### config.mk
export PLATFORM = sky130hd
export DESIGN_NAME = r_pair_feeder
export DESIGN_NICKNAME = d
export VERILOG_FILES = /design/src/rtl/r_pair_feeder.sv
export SDC_FILE = /design/constraint.sdc
export NUM_CORES = 2
export LEC_CHECK = 0
export CAP_MARGIN = 20
export CORE_UTILIZATION = 41
export DETAILED_ROUTE_END_ITERATION = 10
export MAX_ROUTING_LAYER = met4
export SYNTH_ARGS = -nofsm -noshare
export SYNTH_HDL_FRONTEND = slang
export SYNTH_SLANG_ARGS = --single-unit
### constraint.sdc
create_clock -name clk -period 3.45 [get_ports clk]
set_input_delay 0.69 -clock clk [delete_from_list [all_inputs] [get_ports clk]]
set_output_delay 0.69 -clock clk [all_outputs]
set_load 0.05 [all_outputs]
### src/rtl/r_pair_feeder.sv
// Lag-pair feeder: emits each accepted sample together with the sample N_DELAY
// accepted samples earlier, zero-forced until the lag buffer has been refilled.
package data_type;
  localparam int R_W    = 16;
  localparam int R_FRAC = 14;
  localparam int RHO_W  = 18;
  typedef logic signed [R_W-1:0]   r_t;
  typedef logic signed [RHO_W-1:0] rho_t;
endpackage

module r_pair_feeder #(
  parameter int N_DELAY = 64
) (
  input  logic                             clk,
  input  logic                             rst,
  input  logic                             start,
  input  logic                             in_valid,
  input  data_type::r_t                    in_real,
  input  data_type::r_t                    in_imag,
  input  data_type::rho_t                  rho_in,
  output data_type::r_t                    r_k_real,
  output data_type::r_t                    r_k_imag,
  output data_type::r_t                    r_k_minus_N_real,
  output data_type::r_t                    r_k_minus_N_imag,
  output data_type::rho_t                  rho_out,
  output logic                             out_valid,
  output logic                             filling,
  output logic [$clog2(N_DELAY+1)-1:0]     fill_cnt
);
  localparam int RW = data_type::R_W;
  localparam int PW = (N_DELAY > 1) ? $clog2(N_DELAY) : 1;
  localparam int CW = $clog2(N_DELAY + 1);

  typedef enum logic [1:0] {IDLE, FILL, RUN} state_t;

  state_t          r_state, w_state_nxt;
  logic [PW-1:0]   r_wr_ptr;
  logic [CW-1:0]   r_fill_cnt;
  logic [2*RW-1:0] r_mem [N_DELAY];
  logic [2*RW-1:0] w_rd;
  logic            w_accept;

  always_comb begin
    w_state_nxt = r_state;
    w_accept    = 1'b0;
    if (start) begin
      w_state_nxt = FILL;
    end else begin
      case (r_state)
        IDLE: w_state_nxt = IDLE;
        FILL: begin
          if (in_valid) begin
            w_accept = 1'b1;
            if (r_fill_cnt == CW'(N_DELAY - 1)) w_state_nxt = RUN;
          end
        end
        RUN:     w_accept = in_valid;
        default: w_state_nxt = IDLE;
      endcase
    end
  end

  always_ff @(posedge clk) begin
    if (rst) begin
      r_state    <= IDLE;
      r_wr_ptr   <= '0;
      r_fill_cnt <= '0;
    end else begin
      r_state <= w_state_nxt;
      if (start) begin
        r_wr_ptr   <= '0;
        r_fill_cnt <= '0;
      end else if (w_accept) begin
        r_wr_ptr <= (r_wr_ptr == PW'(N_DELAY - 1)) ? '0 : r_wr_ptr + 1'b1;
        if (r_state == FILL) r_fill_cnt <= r_fill_cnt + 1'b1;
      end
    end
  end

  // Lag memory is deliberately never cleared; zero-forcing in FILL hides stale data.
  assign w_rd = r_mem[r_wr_ptr];

  always_ff @(posedge clk) begin
    if (w_accept && !rst) r_mem[r_wr_ptr] <= {in_real, in_imag};
  end

  // Output stage: one cycle after acceptance, zero on any slot without a sample.
  always_ff @(posedge clk) begin
    if (rst || !w_accept) begin
      r_k_real         <= '0;
      r_k_imag         <= '0;
      r_k_minus_N_real <= '0;
      r_k_minus_N_imag <= '0;
      rho_out          <= '0;
      out_valid        <= 1'b0;
    end else begin
      r_k_real  <= in_real;
      r_k_imag  <= in_imag;
      rho_out   <= rho_in;
      out_valid <= (r_state == RUN);
      if (r_state == RUN) begin
        r_k_minus_N_real <= data_type::r_t'(w_rd[2*RW-1:RW]);
        r_k_minus_N_imag <= data_type::r_t'(w_rd[RW-1:0]);
      end else begin
        r_k_minus_N_real <= '0;
        r_k_minus_N_imag <= '0;
      end
    end
  end

  assign filling  = (r_state == FILL);
  assign fill_cnt = r_fill_cnt;

endmodule
==> results <==
- The area of the mapped netlist is 80400 um2.
- The net load switching power is 10.7 mW.
- The final critical-path setup slack is -0.141 ns.
- The width of the chip is 445 um.
- Setup repair after global routing could not meet its margin everywhere.
- After detailed placement, the total cell area comes to 88700 um2.
- The height of the chip is 445 um.
- The path class of the lowest-slack min-delay path is primary input to register.
- Synthesis produced 4608 cells.
- The core outline area is 195000 um2.
- Excluding fillers, the count of instances in the completed layout stands at 7859.
- TritonCTS built the clock tree.
- Data arrives at the worst endpoint at 4.34 ns.
- In this run the static leakage power is 29.5 nW.
- The first-pass GRT wire length is 356000 um.
- The area share of the largest cell type after synthesis is 76.5%.
- For this run, the top clock speed supported by timing is 278 MHz.
- After detailed routing, the number of remaining DRC violations is 0.
- The number of global-route vias before repair is 45.4k.
- Across the run, the number of max-cap violations was 0.
- The area growth from synthesis to layout is 18.8%.
- After synthesis the netlist holds a flip-flop and latch count of 2146.
- The biggest fanout along the worst timing path is 13.
- The endpoint of the worst hold path is r_k_imag[10]$_SDFF_PP0_.
- On the final layout, the worst clock skew is 0.0346 ns.
- For this design, the sink count on the clock tree is 2146.
- The routed layout has 48.6k vias.
- The synthesized design contains 2048 enable-type register cells.
- The setup check on the worst reg-to-reg path leaves a slack of -0.14 ns.
- The fraction of final layout cells with drive strength greater than 1 is 18.2%.
- By count the netlist is led by edfxtp_1, a22oi_1, a221oi_1, o22ai_1, mux2i_1.
- Dividing total power by cell area gives a power density of 544 nW/um2.
- Counting tap cells, the placed design contains a total of 7456 instances.
- The total area of multi-input combinational cells is 15800 um2.
- The final layout contains routed wiring with a total length of 258000 um.
- The starting DRC count in detailed routing is 7550.
- The deepest clock path buffer count is 3.
- Net switching is 20.5% of the power.
- At the pin with the least slew margin, the transition time is 1.11 ns.
- The net count reported at finish is 5108.
- The sequential share of power is 54.9%.
- Combinational cells account for 2.0% of the total power.
- The H-tree depth reported by CTS is 4.
- Before antenna repair, the detailed router went through 6 iterations.
- For this run, the leading register cell type out of synthesis is edfxtp_1.
- Setup violations remaining at the end of the flow were counted as 9.
- The number of cells traversed by the worst register-to-register path is 7.
- The pin count of the biggest net entering global routing is 92.
- The time the worst path needs with I/O delays and setup is 3.59 ns.
- The initial antenna violation count is 23.
- The final reports fail on negative setup slack.
- At the later pin of the worst-skew pair, clock insertion delay measures 0.86 ns.
- The die covers 198000 um2.
- The hold violation total from the final report is 0.
- The final design instance area without fill is 95500 um2.
- The effective utilization at floorplan is 41.3%.
- The worst slack at placement is -0.221 ns.
- CTS placed an instance of clkbuf_16 at the clock tree root.
- The kind of capture point of the worst setup path is a register.
- The average wire per cell in the routed design is 32.8 um.
- The total chip power is 52.0 mW.
- The portion of the post-synthesis area used by sequential elements is 78.9%.
- Yosys attributes the largest share of cell area to edfxtp_1, a221oi_1, a22oi_1.
- The placement row count is 162.
- edfxtp_1 is the most common cell in the netlist.
- Across the VDD grid, the largest voltage drop is 0.435 mV.
- The number of hold buffers added after CTS was 0.
- The I/O pin count is 145.
- Of all flip-flops after synthesis, the portion carrying an async set or reset was 0%.
- The worst relative slew slack is 26.3%.
- The congestion estimate from routability-driven global placement came to 0.948.
- The number of buffer cells added on primary ports is 144.
- The sequential cells in the finished layout cover a total of 63500 um2.
- Once detail routing completed, the nets flagged for antenna violations numbered 0.
- The sum of overflow across all layers after global routing is 0.
- The worst hold path passes through 2 cells.
- Global routing used 26.3% of the available tracks.
- The Yosys step of the flow raised 0 warnings.
- The count of distinct cell types in the synthesized netlist is 62.
- The number of buffers created by CTS is 213.
- The class of the most critical setup path is register to register.
- The startpoint of the most critical register-to-register path is r_wr_ptr[5]$_SDFFE_PP0P_.
- The max-slew violation count is 0.
- The post-route fraction of the period consumed by the critical path is 104%.
- Using the TritonRoute via totals, the vias-per-cell ratio works out to 6.18.
- The flow ran to the end, but the final reports show violations.
- A synthesized cell averages 17.4 um2.
- In this run the critical register-to-register path is captured at r_k_minus_N_imag[14]$_SDFF_PP0_.
- The HPWL after detailed placement is 163000 um.
- Clock-pin slew was measured on the worst setup and hold paths at 0.06 ns.
- The total nets after synthesis is 4667.
- The data required time of the critical path is 4.20 ns.
- The number of inserted filler cells in the final layout is 16.1k.
- The largest total area in the synthesized netlist belongs to edfxtp_1.
- The design internal power is 41.3 mW.
- The worst setup path is launched from a register.
- The start point of the worst hold path is in_imag[10].
- In this run, the clock network consumes 43.1% of the power.
## logic make-up (layout without fill, tap and decap cells)
logic type | Yosys count | after routing | share of synthesized area [%]
buf+inv | 367 | 981 | 2.10
other cells | 0 | 13 | 0
compound gates | 1263 | 1263 | 11.4
flops | 2146 | 2146 | 78.9
simple gates | 524 | 524 | 3.19
fa+ha+maj | 5 | 5 | 0.0778
xor+xnor | 8 | 8 | 0.0872
mux | 295 | 295 | 4.24
## cell usage in the layout (no fill, tap or decap), types with 11 or more instances in the layout
cell	count
nor3_1	77
buf_12	120
and3_1	32
buf_2	32
o21a_1	15
diode_2	13
nor4_1	21
clkbuf_8	14
nand2_1	68
o22ai_1	250
nor2_1	121
edfxtp_1	2048
clkinv_2	30
a2111oi_0	11
and2_1	51
clkbuf_1	49
clkbuf_16	217
o21ai_0	102
buf_4	316
a221oi_1	327
mux2_2	60
a22oi_1	358
nand3b_1	13
a21oi_1	90
a31oi_1	57
clkinv_1	51
nor2_4	68
mux2i_1	204
mux4_2	30
clkdlybuf4s50_1	112
dfxtp_1	95
nand3_1	22
## sequential cells by signal (all words and copies together), names as in the netlist
| name | count |
|---|---|
| r_mem | 2048 |
| rho_out | 18 |
| r_k_imag | 16 |
| r_k_minus_N_imag | 16 |
| r_k_minus_N_real | 16 |
| r_k_real | 16 |
| fill_cnt | 7 |
| r_wr_ptr | 6 |
| r_state | 2 |
| out_valid | 1 |
## area by class of cell
class,count,share of cell area [%]
Sequential cell,2146,66.5
Multi-Input combinational cell,2095,16.6
Timing Repair Buffer,583,6.38
Clock buffer,280,6.08
Tap cell,2624,3.44
Clock inverter,108,0.953
Inverter,10,0.0498
Antenna cell,13,0.0341
## per-layer routing
layer / vias to the layer above / global-route usage (%) / wire (um) / part of all wire, %
met5: - / - / 0 / 0
met4: 0 / 9.74 / 10300 / 4.0
met3: 467 / 5.01 / 28500 / 11
met2: 3167 / 37.9 / 115000 / 45
met1: 24900 / 37.0 / 104000 / 40
li1: 20000 / - / - / -
## per-stage QoR
step | TNS, ns | hold slack, ns | util (%)
after floorplan | -199.85 | 0.491 | -
after global placement | -0.332 | 0.505 | 45.5
after detailed placement | -0.447 | 0.512 | 45.5
after CTS | 0 | 0.0444 | 49.0
after global routing | -0.0147 | 0.0675 | 49.0
final | -0.540 | 0.0997 | 49.0
## how the worst max path moves through the flow
stage                                        start                         endpoint  slack (ns)  cells after the start
after floorplan                              start            r_mem[4][0]$_DFFE_PP_       -0.16                      6
after global placement    r_wr_ptr[0]$_SDFFE_PP0P_  r_k_minus_N_real[10]$_SDFF_PP0_       -0.22                      7
after detailed placement  r_wr_ptr[0]$_SDFFE_PP0P_  r_k_minus_N_real[10]$_SDFF_PP0_       -0.22                      7
after CTS                 r_wr_ptr[1]$_SDFFE_PP0P_  r_k_minus_N_imag[13]$_SDFF_PP0_       0.007                      8
after global routing      r_wr_ptr[5]$_SDFFE_PP0P_   r_k_minus_N_real[0]$_SDFF_PP0_       -0.01                      9
final                     r_wr_ptr[5]$_SDFFE_PP0P_  r_k_minus_N_imag[14]$_SDFF_PP0_       -0.14                      7
## worst max-delay path, cell delays in order, from the launching register on
cell and delay, ns:
dfxtp_1 0.44, buf_4 0.29, nor3b_2 0.72, nand2_1 0.61, o22ai_1 0.72, nor4_1 0.08
and3_1 0.31, a21oi_1 0.29
## what timing repair did
action / in CTS / in global routing
setup buffers: 0 / 1
endpoints found under the setup margin: 4 / 6
gates resized for setup: 4 / 5
## power groups by stage
stage          Clock [mW]  Sequential [mW]  Combinational (mW)
2_1_floorplan           0             29.1               0.168
3_3_place_gp            0             29.1                1.03
3_5_place_dp            0             29.1                1.05
4_1_cts              22.6             28.5                1.05
5_1_grt              23.5             28.5                1.09
6_report             22.4             28.5                1.05
Note: power is estimated with default switching activity, not from simulation.
